### src/rtl/dma_pkg.sv
// Shared types and constants for the DMA request encoder.
// Holds channel sizing, the FSM state type and a one-hot helper.
package dma_pkg;

   localparam int CH_NUM = 16;
   localparam int CH_W   = 4;

   typedef enum logic [1:0] {
      IDLE  = 2'd0,
      OFFER = 2'd1,
      BUSY  = 2'd2
   } state_e;

   function automatic logic [CH_NUM-1:0] ch_onehot(input logic [CH_W-1:0] ch);
      logic [CH_NUM-1:0] oh;
      oh = '0;
      oh[ch] = 1'b1;
      return oh;
   endfunction

endpackage

### src/rtl/prio_enc_16to4.sv
// Combinational 16-to-4 priority encoder with a rotating start index.
// The first set bit at or after start_i (wrapping modulo 16) wins.
module prio_enc_16to4
   import dma_pkg::*;
(
   input  logic [CH_NUM-1:0] vec_i,
   input  logic [CH_W-1:0]   start_i,
   output logic [CH_W-1:0]   idx_o,
   output logic              any_o
);

   logic [2*CH_NUM-1:0] dbl_vec;
   logic [CH_NUM-1:0]   rot_vec;
   logic [CH_W-1:0]     off;

   // Rotating right by start_i turns the wrapped search into a plain lowest-bit search.
   assign dbl_vec = {vec_i, vec_i};
   assign rot_vec = dbl_vec[start_i +: CH_NUM];

   always_comb begin
      off = '0;
      for (int i = CH_NUM - 1; i >= 0; i--) begin
         if (rot_vec[i]) begin
            off = CH_W'(i);
         end
      end
   end

   assign idx_o = off + start_i;
   assign any_o = |vec_i;

endmodule

### src/rtl/dma_req_encoder.sv
// DMA request encoder: picks a requesting channel, offers it, grants it until done or timeout.
// Define DMA_REQ_ENCODER_ROUND_ROBIN_EN for round-robin selection; fixed priority otherwise.
module dma_req_encoder
   import dma_pkg::*;
#(
   parameter int unsigned TMO_CYC = 255
)
(
   input  logic              clk_i,
   input  logic              rst_i,
   input  logic              en_i,
   input  logic [CH_NUM-1:0] req_i,
   input  logic              rdy_i,
   input  logic              done_i,
   output logic              vld_o,
   output logic [CH_W-1:0]   ch_o,
   output logic [CH_NUM-1:0] gnt_o,
   output logic              busy_o,
   output logic              tmo_o
);

   localparam logic [7:0] TMO_LAST = 8'(TMO_CYC - 1);

   state_e          state_q, state_d;
   logic [CH_W-1:0] ch_q, ch_d;
   logic [7:0]      cnt_q, cnt_d;
   logic            tmo_q, tmo_d;
   logic [CH_W-1:0] enc_start;
   logic [CH_W-1:0] enc_idx;
   logic            enc_any;

   prio_enc_16to4 u_prio_enc (
      .vec_i   (req_i),
      .start_i (enc_start),
      .idx_o   (enc_idx),
      .any_o   (enc_any)
   );

`ifdef DMA_REQ_ENCODER_ROUND_ROBIN_EN
   logic [CH_W-1:0] ptr_q, ptr_d;

   assign enc_start = ptr_q + 4'd1;

   // Pointer only advances once the engine has actually taken the channel.
   always_comb begin
      ptr_d = ptr_q;
      if (state_q == OFFER && rdy_i) begin
         ptr_d = ch_q;
      end
   end

   always_ff @(posedge clk_i) begin
      if (rst_i) begin
         ptr_q <= 4'hF;
      end else begin
         ptr_q <= ptr_d;
      end
   end
`else
   assign enc_start = '0;
`endif

   always_comb begin
      state_d = state_q;
      ch_d    = ch_q;
      cnt_d   = cnt_q;
      tmo_d   = 1'b0;
      case (state_q)
         IDLE: begin
            if (en_i && enc_any) begin
               ch_d    = enc_idx;
               state_d = OFFER;
            end
         end
         OFFER: begin
            if (rdy_i) begin
               cnt_d   = '0;
               state_d = BUSY;
            end
         end
         BUSY: begin
            // done_i takes precedence over an expiring timeout.
            if (done_i) begin
               state_d = IDLE;
            end else if (cnt_q == TMO_LAST) begin
               tmo_d   = 1'b1;
               state_d = IDLE;
            end else begin
               cnt_d = cnt_q + 8'd1;
            end
         end
         default: begin
            state_d = IDLE;
         end
      endcase
   end

   always_ff @(posedge clk_i) begin
      if (rst_i) begin
         state_q <= IDLE;
         ch_q    <= '0;
         cnt_q   <= '0;
         tmo_q   <= 1'b0;
      end else begin
         state_q <= state_d;
         ch_q    <= ch_d;
         cnt_q   <= cnt_d;
         tmo_q   <= tmo_d;
      end
   end

   assign vld_o  = (state_q == OFFER);
   assign busy_o = (state_q == BUSY);
   assign gnt_o  = (state_q == BUSY) ? ch_onehot(ch_q) : '0;
   assign ch_o   = ch_q;
   assign tmo_o  = tmo_q;

endmodule

### config.mk
export PLATFORM = sky130hd
export DESIGN_NAME = dma_req_encoder
export DESIGN_NICKNAME = d
export VERILOG_FILES = /design/src/rtl/dma_pkg.sv /design/src/rtl/prio_enc_16to4.sv /design/src/rtl/dma_req_encoder.sv
export SDC_FILE = /design/constraint.sdc
export NUM_CORES = 1
export LEC_CHECK = 0
export BUFFER_PORTS_ARGS = -buffer_cell sky130_fd_sc_hd__buf_2
export CAP_MARGIN = 20
export CORE_MARGIN = 4
export CORE_UTILIZATION = 50
export DETAILED_ROUTE_END_ITERATION = 6
export PLACE_DENSITY = 0.83
export SYNTH_ARGS = -nofsm -noshare
export SYNTH_HDL_FRONTEND = slang
export SYNTH_SLANG_ARGS = --single-unit
### constraint.sdc
create_clock -name clk_i -period 3.6 [get_ports clk_i]
set_clock_uncertainty 0.1 [all_clocks]
set_input_delay 0 -clock clk_i [delete_from_list [all_inputs] [get_ports clk_i]]
set_output_delay 0 -clock clk_i [all_outputs]
set_load 0.02 [all_outputs]
==> run_results.csv <==
group,metric,value,unit
final_layout,antennaDiodeCount,0,
setup_path,timing.critical_path.from_type,"input pin",
power,combinationalPowerShare,21.6,%
setup_path,endpoint_kind,"flop",
sta,worst_slew_margin_rel,68.20,%
setup_path,r2r_start,"state_q[0]$_SDFFE_PP0P_",
sta,layout_worst_path_cycle_share,66.46,%
min_path,hold_end,"ch_o[1]$_SDFFE_PP0P_",
floorplan,fp.coreArea,1942,um^2
power,powerDensity,248.0,nW/um^2
setup_path,logic_depth_of_the_worst_register_to_register_path,5,
global_routing,grt_first_pass_wirelength,4643,um
sta,tightest_slew,0.4650,ns
sta,timing.final.setup_violations,0,
setup_path,critical_path.max_stage_delay,0.55,ns
setup_path,timing.critical_path.fanout_max,5,
yosys,dominant_combinational_cell_family_by_area_after_synthesis,"simple AND/OR/NAND/NOR gates",
yosys,xor_xnor_share_of_the_synthesized_area,0.8578,%
sta,finalHoldViolCount,0,
yosys,synth_simple_gate_area_share,42.28,%
drt,route.final.wire_length,3004,um
yosys,syn_nets,153,
global_routing,grt-ovfl-total,0,
sta,rsz0062_at_grt,"no",
clock_tree,cts_buffer_depth,2,
yosys,synth_top_flop_cell,"sky130_fd_sc_hd__dfxtp_1",
setup_path,timing.critical_path.arrival,2.47,ns
yosys,avgSynthCellArea,7.854,um^2
final_layout,nNetsFinal,211,
min_path,worst_hold_path_class,"in -> reg",
yosys,yosys.area_share.adder,2.451,%
yosys,synth-edff-count,0,
drt,detail_route.vias_per_cell,5.827,
clock_tree,clkLatencyLatePin,0.28,ns
final_layout,layout_overhead_on_the_synthesized_area,37.38,%
yosys,synth-seq-cells,15,
final_layout,post_route_cells_drive_above_1_share,29.41,%
final_layout,fin_cells,214,
global_routing,grt_antenna_before_repair,0,
drt,iteration_count_of_the_initial_detailed_routing_pass,4,
placement,gp_congestion,0.8507,
floorplan,die_height,53.19,um
floorplan,die_width,53.19,um
power,static-leakage-power,0.5847,nW
global_routing,global_route.usage.total,22.44,%
yosys,netlist_area,1021,um^2
final_layout,mostFrequentLayoutCell,"sky130_fd_sc_hd__buf_2",
sta,setup-tns-final,0,ns
setup_path,cp.required,3.68,ns
drt,vias,1247,
yosys,async_flop_share,0,%
setup_path,crit_type,"in -> reg",
placement,dp.cells,199,
power,max-vdd-ir-drop,0.2057,mV
sta,fmax,418.0,MHz
clock_tree,cts_inserted_buffers,3,
drt,drt-initial-drc-count,40,
min_path,hold_start,"req_i[3]",
drt,detail_route.wl_per_cell,14.04,um
power,cellInternalPower,248.1,uW
power,seqPwrFrac,50.8,%
clock_tree,cts.clk_slew.worst_paths,0.08,ns
clock_tree,tritoncts,"built",
run_status,outcome,"completed",
floorplan,io_pins,44,
clock_tree,post_cts_resize_count,0,
clock_tree,cts_post_setup_buffers_inserted,0,
setup_path,cp_common_cell,"sky130_fd_sc_hd__dlygate4sd3_1",
setup_path,r2r_end,"ch_o[0]$_SDFFE_PP0P_",
floorplan,die-area,2829,um^2
clock_tree,clock-root-buffer,"sky130_fd_sc_hd__clkbuf_4",
power,clkPwrFrac,27.6,%
min_path,worst_hold_path.num_cells,3,
yosys,synth.yosys.warnings,0,
yosys,compound_cell_area_share_of_the_yosys_netlist,19.36,%
yosys,synth_sequential_area_ratio,29.41,%
final_layout,layout.cells.most_common_list,"sky130_fd_sc_hd__buf_2 (43), sky130_fd_sc_hd__nor2_1 (18), sky130_fd_sc_hd__dfxtp_1 (15)",
sta,post-route-min-period,2.393,ns
yosys,synthCells,130,
drt,postRouteAntennaNets,0,
setup_path,ordered_list_of_cells_on_the_worst_path,"dlygate4sd3_1 -> buf_2 -> or4_4 -> o41ai_4 -> a41o_1 -> o41ai_1 -> dlygate4sd3_1",
yosys,yosys-mux-area-fraction,4.167,%
clock_tree,htreeDepth,1,
setup_path,critical-path-slowest-cell,"sky130_fd_sc_hd__dlygate4sd3_1",
placement,place.detailed.hpwl,2178,um
sta,timing.final.max_slew_violations,0,
power,power.switching,99.78,uW
floorplan,number_of_cell_rows,16,
setup_path,setup.reg_to_reg.worst_slack,1.53,ns
global_routing,grt_max_degree,14,
global_routing,via_count_of_the_first_global_routing_pass,1123,
placement,placement.io_buffers,43,
power,swShare,28.68,%
job,drv_cap,0,
floorplan,initial_utilization,52.58,%
yosys,synthDistinctLibCells,36,
clock_tree,tritoncts_num_sinks,15,
drt,drt_drc_violations_left,0,
[repair_timing]
item / in CTS / in global routing
endpoints found under the setup margin: 0 / 0
hold buffers: 11 / 0
hold endpoints to repair: 9 / 0
[area by class of cell]
type | count | area, um^2
Fill cell | 167 | 539.3
Timing Repair Buffer | 54 | 325.3
Sequential cell | 15 | 300.3
Tap cell | 27 | 33.78
Multi-Input combinational cell | 111 | 705.7
Inverter | 3 | 11.26
Clock buffer | 4 | 26.28
[flip-flops by register name (all words and copies together), names as in the netlist]
signal   cells
tmo_o        1
ch_o         4
state_q      2
cnt_q        8
[logic make-up (layout without fill, tap and decap cells)]
| family | count (synthesis) | after routing |
|---|---|---|
| multiplexers | 4 | 4 |
| adder cells (fa/ha/maj) | 2 | 2 |
| AO/OA/AOI/OAI | 27 | 27 |
| buffers and inverters | 4 | 61 |
| flip-flops | 15 | 15 |
| XOR/XNOR | 1 | 1 |
| AND/OR/NAND/NOR | 77 | 77 |
[metal layers]
metal	routed length (um)	GRT usage, %	vias up	share of wire [%]
met4	88	11.49	0	2.9
met2	1569	43.60	53	52
li1	-	-	606	-
met3	178	4.507	11	5.9
met5	0	0	-	0
met1	1168	21.84	577	39
[worst max-delay path, delay by kind of cell]
family          cells  cell delay [ns]
compound gates      3             0.67
buf+inv             3             1.25
simple gates        1             0.55
[Yosys cell counts, types with 2 or more instances]
| cell type | count | area [um^2] |
|---|---|---|
| sky130_fd_sc_hd__nor2_1 | 18 | 67.56 |
| sky130_fd_sc_hd__nor3_1 | 8 | 40.04 |
| sky130_fd_sc_hd__nand3b_1 | 5 | 37.54 |
| sky130_fd_sc_hd__or3_1 | 2 | 12.51 |
| sky130_fd_sc_hd__inv_1 | 3 | 11.26 |
| sky130_fd_sc_hd__o211ai_1 | 2 | 15.01 |
| sky130_fd_sc_hd__or4_1 | 2 | 15.01 |
| sky130_fd_sc_hd__o21ai_0 | 3 | 15.01 |
| sky130_fd_sc_hd__o21bai_1 | 2 | 15.01 |
| sky130_fd_sc_hd__mux2i_1 | 2 | 20.02 |
| sky130_fd_sc_hd__nand3_1 | 7 | 35.03 |
| sky130_fd_sc_hd__nand4_1 | 2 | 12.51 |
| sky130_fd_sc_hd__a21oi_1 | 9 | 45.04 |
| sky130_fd_sc_hd__nor2b_1 | 5 | 31.28 |
| sky130_fd_sc_hd__ha_1 | 2 | 25.02 |
| sky130_fd_sc_hd__o31ai_1 | 2 | 15.01 |
| sky130_fd_sc_hd__nor4_1 | 3 | 18.77 |
| sky130_fd_sc_hd__mux2_2 | 2 | 22.52 |
| sky130_fd_sc_hd__dfxtp_1 | 15 | 300.3 |
| sky130_fd_sc_hd__or4_4 | 3 | 33.78 |
| sky130_fd_sc_hd__nand2b_1 | 7 | 43.79 |
| sky130_fd_sc_hd__o41ai_1 | 2 | 17.52 |
| sky130_fd_sc_hd__nor3b_2 | 2 | 25.02 |
| sky130_fd_sc_hd__nand2_1 | 10 | 37.54 |
[power by group through the flow]
stage	logic (mW)	registers (mW)	clock network [mW]
2_1_floorplan	0.0337	0.183	0
3_3_place_gp	0.0631	0.181	0
3_5_place_dp	0.0653	0.181	0
4_1_cts	0.0741	0.177	0.0982
5_1_grt	0.0822	0.178	0.108
6_report	0.0751	0.177	0.0958
[metrics by stage]
step / utilization (%) / cell area, um^2 / hold WS, ns / power (mW) / worst slack, ns
global route: 72.23 / 1403 / 0.08737 / 0.3688 / 1.128
detailed placement: 65.21 / 1266 / 0.1486 / 0.2462 / 1.882
finish: 72.23 / 1403 / 0.06806 / 0.3479 / 1.207
floorplan: - / 1021 / 0.001020 / 0.2168 / 1.934
global placement: 65.21 / 1266 / 0.1384 / 0.2436 / 2.002
CTS: 72.23 / 1403 / 0.06634 / 0.3492 / 1.219
[worst max-delay path by stage]
| stage | end | cells after the start | startpoint | slack [ns] |
|---|---|---|---|---|
| after floorplan | gnt_o[12] | 3 | state_q[1]$_SDFFE_PP0P_ | 1.93 |
| after global placement | cnt_q[1]$_SDFFE_PP0P_ | 6 | cnt_q[0]$_SDFFE_PP0P_ | 2.00 |
| after detailed placement | cnt_q[1]$_SDFFE_PP0P_ | 6 | cnt_q[0]$_SDFFE_PP0P_ | 1.88 |
| after CTS | ch_o[0]$_SDFFE_PP0P_ | 7 | req_i[0] | 1.22 |
| after global routing | ch_o[0]$_SDFFE_PP0P_ | 7 | req_i[0] | 1.13 |
| final | ch_o[0]$_SDFFE_PP0P_ | 7 | req_i[0] | 1.21 |
No activity file was read; power rests on OpenSTA's default activity.
